===== config.mk =====
export PLATFORM = sky130hd
export DESIGN_NAME = hazard_control
export DESIGN_NICKNAME = d
export VERILOG_FILES = /design/src/rtl/hazard_control_pkg.sv /design/src/rtl/hazard_scoreboard.sv /design/src/rtl/hazard_control.sv
export SDC_FILE = /design/constraint.sdc
export NUM_CORES = 1
export LEC_CHECK = 0
export CAP_MARGIN = 10
export CELL_PAD_IN_SITES_DETAIL_PLACEMENT = 0
export CELL_PAD_IN_SITES_GLOBAL_PLACEMENT = 2
export CORE_UTILIZATION = 31
export CTS_BUF_LIST = sky130_fd_sc_hd__clkbuf_8 sky130_fd_sc_hd__clkbuf_16
export DETAILED_ROUTE_END_ITERATION = 12
export PLACE_DENSITY = 0.83
export SETUP_SLACK_MARGIN = 0.4
export SLEW_MARGIN = 0
export SYNTH_ARGS = -nofsm -noshare
export SYNTH_HDL_FRONTEND = slang
export SYNTH_SLANG_ARGS = --single-unit

===== constraint.sdc =====
create_clock -name clk -period 6.7 [get_ports clk]
set_input_delay 2.01 -clock clk [delete_from_list [all_inputs] [get_ports clk]]
set_output_delay 2.01 -clock clk [all_outputs]
set_load 0.1 [all_outputs]

===== src/rtl/hazard_control_pkg.sv =====
// Shared types for the decode-stage hazard controller: hazard state encoding,
// scoreboard entry layout and the source-operand dependency test.
package hazard_control_pkg;

   typedef enum logic [1:0] {
      HZ_RUN    = 2'd0,
      HZ_STALL  = 2'd1,
      HZ_FLUSH  = 2'd2,
      HZ_FROZEN = 2'd3
   } hazard_state_t;

   typedef struct packed {
      logic       valid;
      logic [4:0] rd;
      logic       reg_write;
      logic       mem_read;
   } sb_entry_t;

   localparam int SB_SLOTS = 2;

   // Writes to x0 are architecturally discarded, so they never create a dependency.
   function automatic logic dep(input sb_entry_t s,
                                input logic uses_rs1, input logic [4:0] rs1,
                                input logic uses_rs2, input logic [4:0] rs2);
      return s.valid && s.reg_write && (s.rd != 5'd0) &&
             ((uses_rs1 && (rs1 == s.rd)) || (uses_rs2 && (rs2 == s.rd)));
   endfunction

endpackage


===== src/rtl/hazard_scoreboard.sv =====
// Two-slot shift register tracking instructions issued into EX and MEM.
// Slot 0 is EX, slot 1 is MEM; the whole chain holds while the back end is frozen.
module hazard_scoreboard
   import hazard_control_pkg::*;
(
   input  logic      clk,
   input  logic      rst,
   input  logic      hold,
   input  logic      issue,
   input  sb_entry_t id_entry,
   output sb_entry_t ex_q,
   output sb_entry_t mem_q
);

   sb_entry_t [SB_SLOTS-1:0] slot_reg;
   sb_entry_t [SB_SLOTS-1:0] slot_next;

   always_comb begin
      slot_next[0] = issue ? id_entry : '0;
      for (int i = 1; i < SB_SLOTS; i++) begin
         slot_next[i] = slot_reg[i-1];
      end
   end

   always_ff @(posedge clk or posedge rst) begin
      if (rst) begin
         slot_reg <= '0;
      end else if (!hold) begin
         slot_reg <= slot_next;
      end
   end

   assign ex_q  = slot_reg[0];
   assign mem_q = slot_reg[1];

endmodule


===== src/rtl/hazard_control.sv =====
// Decode-stage hazard sequencer: PC / IF/ID enables, ID/EX bubbles, branch flushes.
// Define HAZARD_BRANCH_STALL_EN when decode compares branch operands itself.
module hazard_control
   import hazard_control_pkg::*;
#(
   parameter int CNT_W = 32
) (
   input  logic             clk,
   input  logic             rst,
   input  logic             id_valid,
   input  logic [4:0]       id_rs1,
   input  logic [4:0]       id_rs2,
   input  logic             id_uses_rs1,
   input  logic             id_uses_rs2,
   input  logic [4:0]       id_rd,
   input  logic             id_reg_write,
   input  logic             id_mem_read,
   input  logic             id_is_branch,
   input  logic             id_pc_src,
   input  logic             ext_stall,
   output logic             pc_write,
   output logic             ifid_write,
   output logic             ifid_flush,
   output logic             idex_bubble,
   output hazard_state_t    hz_state,
   output logic [CNT_W-1:0] stall_cycles,
   output logic [CNT_W-1:0] flush_count
);

   sb_entry_t        ex_q;
   sb_entry_t        mem_q;
   sb_entry_t        id_entry;
   logic             load_use;
   logic             br_haz;
   logic             stall;
   logic             taken;
   hazard_state_t    hz_state_reg;
   hazard_state_t    hz_state_next;
   logic [CNT_W-1:0] stall_cycles_reg;
   logic [CNT_W-1:0] flush_count_reg;

   assign id_entry = '{valid: 1'b1, rd: id_rd, reg_write: id_reg_write, mem_read: id_mem_read};

   hazard_scoreboard u_scoreboard (
      .clk      (clk),
      .rst      (rst),
      .hold     (ext_stall),
      .issue    (id_valid && !stall),
      .id_entry (id_entry),
      .ex_q     (ex_q),
      .mem_q    (mem_q)
   );

   assign load_use = dep(ex_q, id_uses_rs1, id_rs1, id_uses_rs2, id_rs2) && ex_q.mem_read;

`ifdef HAZARD_BRANCH_STALL_EN
   // Branch operands are needed in ID: wait for ALU results in EX and loads still in MEM.
   assign br_haz = id_is_branch &&
                   (dep(ex_q, id_uses_rs1, id_rs1, id_uses_rs2, id_rs2) ||
                    (dep(mem_q, id_uses_rs1, id_rs1, id_uses_rs2, id_rs2) && mem_q.mem_read));
`else
   logic unused_branch_inputs;
   assign unused_branch_inputs = id_is_branch ^ (^mem_q);
   assign br_haz = 1'b0;
`endif

   assign stall = id_valid && (load_use || br_haz);
   // A stalled branch has not resolved yet, so its pc_src is not trusted.
   assign taken = id_valid && id_pc_src && !stall;

   always_comb begin
      pc_write      = 1'b1;
      ifid_write    = 1'b1;
      ifid_flush    = 1'b0;
      idex_bubble   = 1'b0;
      hz_state_next = HZ_RUN;
      if (ext_stall) begin
         pc_write      = 1'b0;
         ifid_write    = 1'b0;
         hz_state_next = HZ_FROZEN;
      end else if (stall) begin
         pc_write      = 1'b0;
         ifid_write    = 1'b0;
         idex_bubble   = 1'b1;
         hz_state_next = HZ_STALL;
      end else if (taken) begin
         ifid_flush    = 1'b1;
         hz_state_next = HZ_FLUSH;
      end
      if (rst) begin
         pc_write    = 1'b1;
         ifid_write  = 1'b1;
         ifid_flush  = 1'b0;
         idex_bubble = 1'b0;
      end
   end

   always_ff @(posedge clk or posedge rst) begin
      if (rst) begin
         hz_state_reg     <= HZ_RUN;
         stall_cycles_reg <= '0;
         flush_count_reg  <= '0;
      end else begin
         hz_state_reg <= hz_state_next;
         if (!ext_stall && stall && (stall_cycles_reg != '1)) begin
            stall_cycles_reg <= stall_cycles_reg + 1'b1;
         end
         if (!ext_stall && taken && (flush_count_reg != '1)) begin
            flush_count_reg <= flush_count_reg + 1'b1;
         end
      end
   end

   assign hz_state     = hz_state_reg;
   assign stall_cycles = stall_cycles_reg;
   assign flush_count  = flush_count_reg;

endmodule

==> key figures, run 1 <==
Finish
  • Register Area: 1850 um^2
  • Nets: a little under 500
  • Multi-input gate area: ~1900 um^2
  • Antenna fix cells: 0
  • Post-route design area: 5280 um^2
  • Most frequent cells in the layout: clkdlybuf4s50_1 (89), dfrtp_1 (74), xor2_1 (36), xnor2_1 (36), nand4_1 (30)
  • Most common cell after layout, fill and taps aside: clkdlybuf4s50_1
  • Share of post-route cells with drive strength above 1: 0.109
  • Fill count: between 1000 and 1500
  • Area growth syn-to-layout: 37.1%

Timing
  • Slew @ Worst Pin: a little over 1 ns
  • Final Max Tran Viols: 0
  • F_max: 166 MHz
  • Hold Fails Final Rpt: 0
  • Min Tclk post-route: 6.04 ns
  • Final setup fails: 0
  • Post-Route Skew: about 0.010 ns
  • RSZ-0062 raised after global routing: no
  • Worst relative slew slack: 0.323
  • Setup_tns: 0 ns
  • Period utilisation layout: 0.901

Setup path
  • Cell Chain, Critical Path: clkdlybuf4s50_1, xor2_1, nor4_1, a32oi_1, nor2_1, nor2_2, and3_1, buf_12
  • Kind of start point of the critical path: primary input
  • R2r endpoint: flush_count[1]
  • CP peak stage delay: between 0.4 and 0.5 ns
  • Stages on the worst setup path: 8
  • Crit Path Category: primary input to output pin
  • Critical-path top delay cell: clkdlybuf4s50_1
  • Worst Path Arrival: between 4 and 5 ns
  • Cell family with most CP delay: simple AND/OR/NAND/NOR gates
  • R2r setup slk: 4.03 ns
  • Worst Path Required: between 4 and 5 ns
  • Endpoint class of the critical path: output pin
  • Cell depth of the worst flop-to-flop path: 7
  • FF-to-FF Start: flush_count[0]
  • CP Buf/Inv Count: 2
  • Worst-path maximum fanout: 9

Clock network
  • Postcts setup bufs: 0
  • Hold-fix buffer count after cts: 0
  • Sink Count: 74
  • Clk_lat worst skew: ~0.33 ns
  • CTS tree: built
  • CTS max path bufs: 2
  • CTS H-tree lvls: 3
  • CTS root buf: clkbuf_16
  • Clk slew on worst S/H paths: roughly 0.06 ns
  • # resized after CTS: 0
  • Total CTS buffers: 9

Pwr
  • Worst vdd ir: about 0.26 mV
  • Power Dens Cells: ~220 nW/um^2
  • P_leak: approximately 2.3 nW

Global routing
  • Initial antenna violation count: 0
  • First-pass GRT wire length: about 16 mm
  • Total GRT Usage: 0.162
  • Vias in the first global route: ~3200
  • Total gr overflow: 0
  • Largest net degree at the start of global routing: 53

Synthesis
  • Main synth FF type: dfrtp_1
  • Post-synthesis instance area: 3850 um^2
  • Post-Syn Area per Cell: about 11 um^2
  • Post-synth ARST share: 1.00
  • Synth Net Count: a little under 400
  • Synth Warn #: 0
  • Gate Count Post-Synth: between 300 and 400
  • #FFs+latches synth: 74
  • Number of synthesized flops with an enable pin: 0
  • Share of the yosys chip area belonging to registers: 0.481
  • Synth cell types: 44

Die
  • Die area: ~13000 um^2
  • Die W: ~110 um
  • Die Y: 113 um
  • Initial Utilization: 0.319
  • Core area: approximately 12000 um^2
  • # rows: 40
  • IO Pins: 95

Route
  • Wire length per cell: 15.4 um
  • TritonRoute pass-1 iters: 4
  • DRC: 0
  • Post-route ant nets: 0
  • Drt first-iter violations: about 120
  • Final WL: just under 10 mm
  • Vias: between 3000 and 4000
  • Drt via density: 4.85

Flow run
  • MaxCap Viol Count: 0

Placed design
  • Routability congestion estimate: roughly 0.80
  • PortBufs: just over 90
  • Placed Area: 5000 um^2
  • HPWL Detailed: 7.05 mm

Hold path
  • HP Class: register to register
  • Min-Delay Path Depth: 1
  • Worst Hold End: u_scoreboard.ex_q[7]
  • Min-delay src: u_scoreboard.ex_q[7]

Run status
  • Status: completed
## power breakdown
group          switching [mW]  internal [mW]
combinational           0.159         0.0651
clock                   0.187          0.258
sequential             0.0249          0.466
## layer usage
metal  vias up  GRT usage  part of all wire
met5         -          0                 0
met4         0     0.0500             0.012
met3        10     0.0414             0.047
met2        76      0.259              0.46
met1      1482      0.217              0.49
li1       1480          -                 -
## cell usage after synthesis (all sizes together), types with 2 or more instances
cell type  number  share of area
dfrtp          74           0.48
xnor2          36          0.082
xor2           36          0.082
nand4          31          0.054
nand3          28          0.041
nand2          27          0.026
nor3           25          0.035
nor2           21          0.024
nor4           20          0.058
buf            11          0.020
inv             9         0.0088
a22o            7          0.016
and3            7          0.012
and2            3         0.0049
nand3b          3          0.012
a21o            2         0.0039
clkbuf          2         0.0020
ha              2         0.0065
or3             2         0.0033
or4             2         0.0039
## metrics by stage
step           setup WS, ns  utilization  power (mW)  hold WS, ns  std cells
2_1_floorplan         0.394            -       0.655        0.446        359
3_3_place_gp          0.640        0.415       0.722        0.465        612
3_5_place_dp          0.645        0.415       0.724        0.468        612
4_1_cts               0.627        0.437        1.18        0.481        628
5_1_grt               0.537        0.437        1.21        0.514        628
6_report              0.662        0.437        1.16        0.479        628
## worst max-delay path by stage
stage	startpoint	endpoint	slack [ns]
finish	id_rs1[4]	ifid_flush	0.66
global route	id_rs1[4]	ifid_flush	0.54
CTS	id_rs1[4]	ifid_flush	0.63
detailed placement	id_rs1[4]	ifid_flush	0.64
global placement	id_rs1[2]	ifid_flush	0.64
floorplan	rst	pc_write	0.39
## worst reg2reg max path, cell delays in order (launching register included)
cell	delay, ns
dfrtp_1	0.43
ha_1	0.24
nand4_1	0.21
nor4_2	0.47
and3_1	0.42
nor2_1	0.26
nand2_1	0.19
mux2_2	0.34
## cell families (layout without fill, tap and decap cells)
kind of cell / after synthesis / after routing / synth area share
AOI/OAI and AO/OA: 13 / 13 / 0.0289
xor gates and xnor gates: 72 / 72 / 0.164
adders and majority gates: 2 / 2 / 0.00650
buffers and inverters: 22 / 123 / 0.0302
DFF: 74 / 74 / 0.481
muxes: 1 / 1 / 0.00293
and+or+nand+nor: 175 / 175 / 0.286
## cell type report
class,instances,area share
Sequential cell,74,0.351
Timing Repair Buffer,98,0.191
Multi-Input combinational cell,263,0.359
Clock buffer,10,0.0453
Clock inverter,6,0.00664
Tap cell,168,0.0398
Inverter,9,0.00712
Power figures use the tool's default switching activity.
==> run 2: changes to the inputs <==
--- a/config.mk
+++ b/config.mk
@@ -8,6 +8,7 @@
 export CAP_MARGIN = 10
 export CELL_PAD_IN_SITES_DETAIL_PLACEMENT = 0
 export CELL_PAD_IN_SITES_GLOBAL_PLACEMENT = 2
+export CORE_ASPECT_RATIO = 0.6
 export CORE_UTILIZATION = 31
 export CTS_BUF_LIST = sky130_fd_sc_hd__clkbuf_8 sky130_fd_sc_hd__clkbuf_16
 export DETAILED_ROUTE_END_ITERATION = 12
==> key figures, run 2 (synthesis results as in run 1) <==
Setup path
  • Worst Path Arrival: just over 4 ns
  • CP Buf/Inv Count: 2
  • Worst Path Required: between 4 and 5 ns
  • Crit Path Category: primary input to output pin
  • CP peak stage delay: 0.53 ns
  • Cell family with most CP delay: compound AO/OA/AOI/OAI gates
  • Stages on the worst setup path: 8
  • Endpoint class of the critical path: output pin
  • Cell Chain, Critical Path: clkdlybuf4s50_1, xor2_1, nor4_1, a32oi_1, nor2_1, a21o_1, nand2_2, buf_12
  • Worst-path maximum fanout: 5
  • Critical-path top delay cell: a32oi_1
  • Kind of start point of the critical path: primary input
  • Cell depth of the worst flop-to-flop path: 7
  • R2r setup slk: around 4.1 ns

Die
  • # rows: 31
  • Die W: roughly 150 um
  • IO Pins: 95
  • Initial Utilization: 0.319
  • Die area: between 10000 and 15000 um^2
  • Core area: about 12000 um^2
  • Die Y: just under 90 um

Global routing
  • Total GRT Usage: 0.163
  • First-pass GRT wire length: ~16 mm
  • Largest net degree at the start of global routing: 58
  • Met2 Usage GRT: 0.219
  • GRT Max-Usage Layer: met1
  • Total gr overflow: 0
  • Routing usage on met3: 0.0443
  • Vias in the first global route: 2925
  • GRT met1 Usage: 0.249
  • Initial antenna violation count: 0

Hold path
  • HP Class: register to register
  • Min-Delay Path Depth: 1

Finish
  • Antenna fix cells: 0
  • Most frequent cells in the layout: clkdlybuf4s50_1 (89), dfrtp_1 (74), xor2_1 (36), xnor2_1 (36), nand4_1 (30)
  • Most common cell after layout, fill and taps aside: clkdlybuf4s50_1
  • Fill count: approximately 1100
  • Nets: between 400 and 500
  • Multi-input gate area: 1890 um^2
  • Area growth syn-to-layout: 37.6%
  • Register Area: between 1500 and 2000 um^2
  • Share of post-route cells with drive strength above 1: 0.109

Route
  • TritonRoute pass-1 iters: 4
  • Wire length per cell: 16.1 um
  • DRC: 0
  • Drt via density: 4.88
  • Post-route ant nets: 0
  • Final WL: 10.0 mm
  • Drt first-iter violations: approximately 150
  • Vias: 3045

Clock network
  • Postcts setup bufs: 0
  • Hold-fix buffer count after cts: 0
  • # resized after CTS: 0
  • CTS tree: built
  • Clk slew on worst S/H paths: around 0.06 ns
  • Clk_lat worst skew: between 0.3 and 0.4 ns
  • CTS root buf: clkbuf_16
  • Sink Count: between 70 and 80
  • Total CTS buffers: 9
  • CTS max path bufs: 2
  • CTS H-tree lvls: 3

Placed design
  • Pre-CTS setup slack: roughly 0.6 ns
  • HPWL Detailed: 7.40 mm
  • Routability congestion estimate: 0.807
  • PortBufs: 93

Timing
  • Min Tclk post-route: 6.06 ns
  • Slew @ Worst Pin: between 1 and 1.5 ns
  • Final worst setup slack: between 0.6 and 0.7 ns
  • RSZ-0062 raised after global routing: no
  • F_max: 165 MHz
  • Post-Route Skew: between 0.005 and 0.006 ns
  • Hold Fails Final Rpt: 0
  • Final setup fails: 0
  • Setup_tns: 0 ns
  • Final Max Tran Viols: 0
  • Worst relative slew slack: 0.323
  • Period utilisation layout: 0.905

Flow run
  • MaxCap Viol Count: 0

Pwr
  • Worst vdd ir: roughly 0.11 mV
  • P_leak: ~2.3 nW
  • Power Dens Cells: 227 nW/um^2

Run status
  • Status: completed
-- run 2: final timing paths --
check / start / end
hold / removal: u_scoreboard.ex_q[7] / u_scoreboard.ex_q[7]
setup reg to reg: flush_count[1] / flush_count[1]
min in group asynchronous: rst / u_scoreboard.ex_q[1]
setup / recovery: id_rs1[2] / ifid_write
max in group asynchronous: rst / flush_count[26]
hold reg to reg: u_scoreboard.ex_q[7] / u_scoreboard.ex_q[7]
-- run 2: per-layer routing --
layer | part of all wire | wire, um
met4 | 0.010 | 103
met1 | 0.54 | 5440
met5 | 0 | 0
met2 | 0.40 | 4020
met3 | 0.047 | 468
-- run 2: final cells by class --
cell class | instances | share of cell area
well taps | 165 | 0.0390
clock inverters | 6 | 0.0125
inverters | 9 | 0.00709
repair buffers | 97 | 0.189
clock buffers | 10 | 0.0451
flip-flops and latches | 74 | 0.350
multi-input cells | 263 | 0.358
-- run 2: power breakdown --
part           internal (mW)  switching, mW  leakage (nW)
Clock                  0.299          0.191         0.147
Sequential             0.466         0.0244         0.980
Combinational         0.0642          0.158          1.13
-- run 2: through the flow --
stage	utilization	total power [mW]	hold slack (ns)	cells	cell area [um^2]
final	0.439	1.20	0.476	624	5300
after floorplan	-	0.655	0.446	359	3860
after CTS	0.439	1.22	0.478	624	5300
after detailed placement	0.414	0.722	0.464	608	4990
after global routing	0.439	1.25	0.498	624	5300
after global placement	0.414	0.720	0.456	608	4990
